[src/rtl/cobalt_pkg.sv]
// Shared cobalt core definitions: CDB geometry, execution-queue indices and
// the round-robin wrap helper.
package cobalt_pkg;

    localparam int NUM_SRC = 4;
    localparam int TAG_W   = 6;
    localparam int DATA_W  = 32;

    typedef enum logic [1:0] {
        SRC_INT = 2'd0,
        SRC_LS  = 2'd1,
        SRC_MUL = 2'd2,
        SRC_DIV = 2'd3
    } src_id_e;

    // Folds an index in [0, 2n-2] back into [0, n-1].
    function automatic int rr_wrap(input int idx, input int n);
        return (idx >= n) ? idx - n : idx;
    endfunction

endpackage

[src/rtl/cdb_arbiter_rr_pick.sv]
// Combinational round-robin picker: first asserted request at or after ptr,
// wrapping from N-1 back to 0.
module rr_pick
    import cobalt_pkg::*;
#(
    parameter int N     = 4,
    parameter int PTR_W = 2
) (
    input  logic [N-1:0]     req,
    input  logic [PTR_W-1:0] ptr,
    output logic [N-1:0]     grant,
    output logic [PTR_W-1:0] idx,
    output logic             any
);

    always_comb begin
        int j;
        grant = '0;
        idx   = '0;
        any   = 1'b0;
        j     = 0;
        for (int off = 0; off < N; off++) begin
            j = rr_wrap(int'(ptr) + off, N);
            if (!any && req[j]) begin
                grant[j] = 1'b1;
                idx      = PTR_W'(j);
                any      = 1'b1;
            end
        end
    end

endmodule

[src/rtl/cdb_arbiter.sv]
// Common data bus arbiter: one hold buffer per execution queue, round-robin
// grant, registered single-result-per-cycle broadcast.
module cdb_arbiter
    import cobalt_pkg::*;
#(
    parameter int NUM_SRC = cobalt_pkg::NUM_SRC,
    parameter int TAG_W   = cobalt_pkg::TAG_W
) (
    input  logic                      clk,
    input  logic                      rst,
    input  logic                      flush,
    input  logic [NUM_SRC*DATA_W-1:0] src_data,
    input  logic [NUM_SRC*TAG_W-1:0]  src_tag,
    input  logic [NUM_SRC-1:0]        src_valid,
    input  logic [NUM_SRC-1:0]        src_branch,
    input  logic [NUM_SRC-1:0]        src_branch_taken,
    output logic [NUM_SRC-1:0]        src_ready,
    output logic [DATA_W-1:0]         cdb_data,
    output logic [TAG_W-1:0]          cdb_tag,
    output logic                      cdb_valid,
    output logic                      cdb_branch,
    output logic                      cdb_branch_taken
);

    localparam int PTR_W = (NUM_SRC > 1) ? $clog2(NUM_SRC) : 1;

    logic [NUM_SRC-1:0] hold_valid;
    logic [DATA_W-1:0]  hold_data [NUM_SRC];
    logic [TAG_W-1:0]   hold_tag  [NUM_SRC];
    logic [NUM_SRC-1:0] hold_branch;
    logic [NUM_SRC-1:0] hold_taken;
    logic [NUM_SRC-1:0] grant;
    logic [NUM_SRC-1:0] xfer;
    logic [PTR_W-1:0]   rr_ptr;
    logic [PTR_W-1:0]   gnt_idx;
    logic               gnt_any;

    rr_pick #(
        .N     (NUM_SRC),
        .PTR_W (PTR_W)
    ) u_rr_pick (
        .req   (hold_valid),
        .ptr   (rr_ptr),
        .grant (grant),
        .idx   (gnt_idx),
        .any   (gnt_any)
    );

    // A buffer being drained this cycle can refill on the same edge.
    assign src_ready = (~hold_valid | grant) & {NUM_SRC{~flush}};
    assign xfer      = src_valid & src_ready;

    // Stage p0: hold buffer payload
    always_ff @(posedge clk) begin
        for (int i = 0; i < NUM_SRC; i++) begin
            if (xfer[i]) begin
                hold_data[i]   <= src_data[DATA_W*i +: DATA_W];
                hold_tag[i]    <= src_tag[TAG_W*i +: TAG_W];
                hold_branch[i] <= src_branch[i];
                hold_taken[i]  <= src_branch_taken[i];
            end
        end
    end

    // Stage p1: broadcast register and arbitration state
    always_ff @(posedge clk or posedge rst) begin
        if (rst) begin
            hold_valid       <= '0;
            rr_ptr           <= '0;
            cdb_valid        <= 1'b0;
            cdb_branch       <= 1'b0;
            cdb_branch_taken <= 1'b0;
            cdb_data         <= '0;
            cdb_tag          <= '0;
        end else if (flush) begin
            hold_valid       <= '0;
            cdb_valid        <= 1'b0;
            cdb_branch       <= 1'b0;
            cdb_branch_taken <= 1'b0;
        end else begin
            hold_valid <= (hold_valid & ~grant) | xfer;
            if (gnt_any) begin
                cdb_valid        <= 1'b1;
                cdb_data         <= hold_data[gnt_idx];
                cdb_tag          <= hold_tag[gnt_idx];
                cdb_branch       <= hold_branch[gnt_idx];
                cdb_branch_taken <= hold_branch[gnt_idx] & hold_taken[gnt_idx];
                rr_ptr           <= PTR_W'(rr_wrap(int'(gnt_idx) + 1, NUM_SRC));
            end else begin
                cdb_valid        <= 1'b0;
                cdb_branch       <= 1'b0;
                cdb_branch_taken <= 1'b0;
            end
        end
    end

endmodule

[config.mk]
export PLATFORM = sky130hd
export DESIGN_NAME = cdb_arbiter
export DESIGN_NICKNAME = d
export VERILOG_FILES = /design/src/rtl/cobalt_pkg.sv /design/src/rtl/cdb_arbiter_rr_pick.sv /design/src/rtl/cdb_arbiter.sv
export SDC_FILE = /design/constraint.sdc
export NUM_CORES = 1
export LEC_CHECK = 0
export CAP_MARGIN = 30
export CORE_MARGIN = 2
export CORE_UTILIZATION = 45
export CTS_CLUSTER_SIZE = 28
export DETAILED_ROUTE_END_ITERATION = 7
export PLACE_DENSITY_LB_ADDON = 0.2
export SYNTH_ARGS = -nofsm -noshare
export SYNTH_HDL_FRONTEND = slang
export SYNTH_SLANG_ARGS = --single-unit
[constraint.sdc]
create_clock -name clk -period 12.6 [get_ports clk]
set_clock_uncertainty 0.2 [all_clocks]
set_input_delay 2.52 -clock clk [delete_from_list [all_inputs] [get_ports clk]]
set_output_delay 2.52 -clock clk [all_outputs]
set_load 0.01 [all_outputs]
# --- Word-level counts from Yosys, hierarchy flattened ---
# Memory sizes are Yosys's and may differ from the RTL's. A register that Yosys moved wholly into a read port is not among the register bits.
# Cells that the tools add are included.
totals:
  register_bits: 17
  latch_bits: 0
  ram_bits: 152
  romBits: 0
  in_bits: 167
  output_inout_bits: 45
  word_cells: 117
  n_memories: 2
op_classes:
  n_addsub: 9
  mul: 0
  n_div: 0
  magnitude_cmp: 14
  n_eq_ne: 0
  shifts: 0
  mux: 56
  bitwise: 12
  n_reduce_logical: 11
mem_list:
  columns: ["memory", "depth", "word_bits", "read_ports", "rd_ports_with_merged_regs", "wr", "line", "source"]
  rows:
  - ["hold_data", 4, 32, 1, 1, 4, "cdb_arbiter.sv:28", "logic [DATA_W-1:0] hold_data [NUM_SRC];"]
  - ["hold_tag", 4, 6, 1, 1, 4, "cdb_arbiter.sv:29", "logic [TAG_W-1:0] hold_tag [NUM_SRC];"]
op_table:
  columns: ["cell", "n"]
  rows:
  - ["$ge 32x1->1 const B", 4]
  - ["$lt 32x4->1 const B", 4]
  - ["$mux 32", 4]
  - ["$ge 32x4->1 const B", 3]
  - ["$sub 32x4->32 const B", 3]
  - ["$mux 1", 32]
  - ["$mux 4", 5]
  - ["$or 4x4->4", 5]
  - ["$and 4x4->4", 3]
  - ["$bmux 1 s2", 6]
  - ["$mux 2", 5]
  - ["$demux 1 s2", 4]
  - ["$not 4->4", 2]
  - ["$logic_and 1x1->1", 7]
  - ["$add 2x1->3 const B", 2]
  - ["$add 2x2->3 const B", 2]
  - ["$sub 2x3->4 const B", 1]
  - ["$ge 2x3->1 const B", 1]
  - ["$ge 3x3->1 const B", 1]
  - ["$logic_not 1->1", 3]
  - ["$lt 2x3->1 const B", 1]
  - ["$reduce_and 2->1", 1]
  - ["$sub 2x1->2 const B", 1]
  - ["$and 1x1->1", 1]
  - ["$not 1->1", 1]

# --- Logic depth before layout (Yosys ltp) ---
depth:
  word_depth: 20
  mapped_depth: 12
  ltp_nobuf: 8

# --- By module ---
# From an unflattened synthesis, not the netlist that was laid out.
hier_totals:
  hier_cells: 373
  hier_area_um2: 8222.9
modules_own_cells:
  columns: ["mod", "n_inst", "cells_per_inst", "area_per_inst_um2", "seq_area_each_um2"]
  rows:
  - ["cdb_arbiter", 1, 325, 7762.4, 5980.7]
  - ["rr_pick", 1, 48, 460.4, 0.0]

# --- Worst setup path after synthesis ---
# No wires, ideal clock.
synth_timing:
  kind: "input -> register"
  startpoint: "in flush"
  endpoint: "reg hold_branch[0], enable pin"
  setup_ns: 0.495
  arrival_ns: 5.717
  required_ns: 11.905
  path_slack_ns: 6.188
  stages: 2
  n_path_buf: 1
  cell_sequence: "clkbuf_1 -> nor3b_1"
synth_between:
  elab_chain_cells: 3
synth_rtl:
  columns: ["item", "line", "source"]
  rows:
  - ["start: declaration", "cdb_arbiter.sv:11", "input logic flush,"]
  - ["$not 1->1 (no source line)", null, null]
  - ["$and 4x4->4", "cdb_arbiter.sv:50", "assign src_ready = (~hold_valid | grant) & {NUM_SRC{~flush}};"]
  - ["$and 4x4->4", "cdb_arbiter.sv:51", "assign xfer = src_valid & src_ready;"]
  - ["net xfer[0]", "cdb_arbiter.sv:33", "logic [NUM_SRC-1:0] xfer;"]
  - ["end signal: indexed assignment", "cdb_arbiter.sv:59", "hold_branch[i] <= src_branch[i];"]
  - ["end: declaration", "cdb_arbiter.sv:30", "logic [NUM_SRC-1:0] hold_branch;"]
# The timed path passes the listed nets, and every way through them passes these cells.
# A chain may end at the register's enable or synchronous reset.

# --- Final worst setup path ---
layout_timing:
  startpoint: "in flush"
  endpoint: "out src_ready[3]"
layout_between:
  elab_chain_cells: 2
layout_rtl:
  columns: ["item", "line", "source"]
  rows:
  - ["$not 1->1 (no source line)", null, null]
  - ["$and 4x4->4", "cdb_arbiter.sv:50", null]
  - ["end: declaration", "cdb_arbiter.sv:17", "output logic [NUM_SRC-1:0] src_ready,"]
# No other way between the ends.

==> results.cfg <==
[floorplan]
die_area_mm2 = 0.01891
die_w_um = 137.5
die_y_um = 137.5
num_rows = 48
coreArea_mm2 = 0.01736
io_pins = 212
start_util_pct = 46.21

[pwr]
leakage_nw = 4.231
power.density_mw_per_mm2 = 219.3
vdd_ir_drop_max_uv = 132.9
finalPower_mw = 2.427

[worst_setup_path]
crit_start = flush
crit_top_cell = clkdlybuf4s50_1
cp.required_ns = 9.88
crit_path_max_fanout = 11
max_stage_delay_ns = 0.64
reg2reg_depth = 10
cp-end-kind = output port
critPathSlowestCell = clkdlybuf4s50_1
reg2reg_to = cdb_branch_taken
cp_data_arrival_time_ns = 3.89
ff2ff_setup_slack_ns = 8.47
critPathKind = in -> out
rr_startpoint = rr_ptr[0]
crit_path_cell_trace = clkdlybuf4s50_1, nor2_1, clkdlybuf4s50_1
startpoint_type = input pin

[global_route]
grt_pass1_wl_um = 28480
overflow = 0
grt_pass1_vias = 5392
grt_max_degree = 50
antenna_found_initial = 0
grt_usage_pct = 20.16

[clock_tree]
cts_tree = yes
holdBufCountCts = 0
cts_setup_buffers = 0
path_clk_slew_ns = 0.06
root_buffer = clkbuf_16
htree_levels = 1
cts-resized-gates = 0
numClockSinks = 207
cts_buffers = 22
clk_latency_ns = 0.50
clock_path_buffers = 3

[synthesis]
ys_seq_area_share_pct = 74.57
syn_nets = 638
synth_top_area_share_pct = 59.91
syn-instance-count = 463
yosysMostFrequentCell = edfxtp_1
yosysUniqueCellTypes = 39
synthFlopType = edfxtp_1
yosys.area.top_type = edfxtp_1
yosysWarnings = 0
synth-edff-count = 160
syn-cell-area_mm2 = 0.008020
synth-async-reset-ratio_pct = 22.71
postSynthAreaPerCell_um2 = 17.32
synth_seq_cells = 207
synth_area_leaders = edfxtp_1 60%, dfrtp_1 15%, mux2i_1 9.5%
ys_top_cells_by_count = 160 x edfxtp_1, 76 x mux2i_1, 49 x nand2_1, 47 x dfrtp_1, 38 x o221ai_1

[timing]
min_period_ns = 6.613
tns_ns = 0
rsz0062_at_grt = false
fmax_ghz = 0.1512
tightest_slew_ns = 0.9515
slew_headroom_pct = 36.57
setup_viol = 0
finalHoldViolations = 0
final.period_utilization_pct = 52.49
slew_viol_final = 0

[worst_hold_path]
min_from = cdb_data[19]
holdPathStages = 2
hp-class = reg -> reg
min_delay_worst_endpoint = cdb_data[19]

[placed_design]
dp_hpwl_um = 12390
dpl_cell_area_mm2 = 0.01036
gp_congestion = 0.8239
portBuffers = 211

[detailed_routing]
via_count = 4878
ant_nets = 0
totalWireLength_um = 18890
dr.pass1.iters = 5
drtIter0Drc = 290
wl_per_cell_um = 20.47
drcViolationCount = 0
vias_per_cell = 5.285

[finish]
num-nets-final = 857
stdcell_area_mm2 = 0.01106
antennaDiodeCount = 0
syn_to_final_growth_pct = 37.96
num-fill-cells = 1251
layout-drive-gt1-share_pct = 8.453

[run_status]
status = complete, no violations

[flow_run]
max-cap-violations = 0
-- per-layer routing --
metal	wire (um)	vias to the layer above	track usage, %
met4	388	0	5.899
met3	1669	24	6.512
li1	-	2248	-
met2	9630	193	34.80
met5	0	-	0
met1	7200	2413	24.24
-- cells by family (layout without fill, tap and decap cells) --
group	Yosys count	count (layout)	share of synthesized area, %
buffers and inverters	31	266	2.340
multiplexers	85	85	11.59
flip-flops	207	207	74.57
AO/OA/AOI/OAI	58	58	6.084
AND/OR/NAND/NOR	74	74	4.165
adder cells (fa/ha/maj)	8	8	1.248
-- cell type report --
class / count / area, um2 / area share (%)
sequential: 207 / 5981 / 54.05
clock inverter: 7 / 68.82 / 0.6220
tap: 225 / 281.5 / 2.544
timing repair buffer: 219 / 2197 / 19.86
multi-input combinational: 225 / 1878 / 16.97
clock buffer: 33 / 631.9 / 5.711
inverter: 7 / 26.28 / 0.2375
-- per-stage QoR --
stage,instances,hold slack [ns],util (%),worst slack [ns]
floorplan,463,0.3177,-,6.188
finish,923,0.2894,63.75,5.987
global placement,881,0.2676,59.48,5.972
global route,923,0.3162,63.75,5.794
detailed placement,883,0.2723,59.71,5.961
CTS,923,0.2893,63.75,5.961
-- report_power, final --
part	switching (mW)	total (mW)	internal, mW
sequential	0.0683	0.933	0.865
combinational	0.436	0.876	0.440
clock	0.251	0.618	0.367
total	0.755	2.43	1.67
-- critical path: cells and delay by family --
kind,cells,cell delay (ns)
buffers and inverters,2,1.19
and+or+nand+nor,1,0.19
-- worst max path at each step --
stage	endpoint	slack, ns
floorplan	hold_branch[0]	6.19
global placement	src_ready[3]	5.97
detailed placement	src_ready[1]	5.96
CTS	src_ready[1]	5.96
global route	src_ready[0]	5.79
finish	src_ready[3]	5.99
-- placed cells by master, fill, tap and decap left out, drive strengths merged, types with 3 or more instances in the layout --
master,instances
mux4,6
nor3b,4
mux2,3
a21oi,3
edfxtp,160
o221ai,38
o21a,5
clkbuf,33
a222oi,4
nand2,49
dfrtp,47
buf,8
mux2i,76
and3,4
inv,7
o21ai,3
clkdlybuf4s50,211
clkinv,5
ha,8
nor2,6
-- flip-flops by register name (all words and copies together) (netlist names) --
register,flops
hold_tag,24
rr_ptr,2
hold_data,128
hold_valid,4
cdb_branch,1
hold_branch,4
cdb_data,32
cdb_branch_taken,1
hold_taken,4
cdb_valid,1
cdb_tag,6
Note: power is estimated with default switching activity, not from simulation.
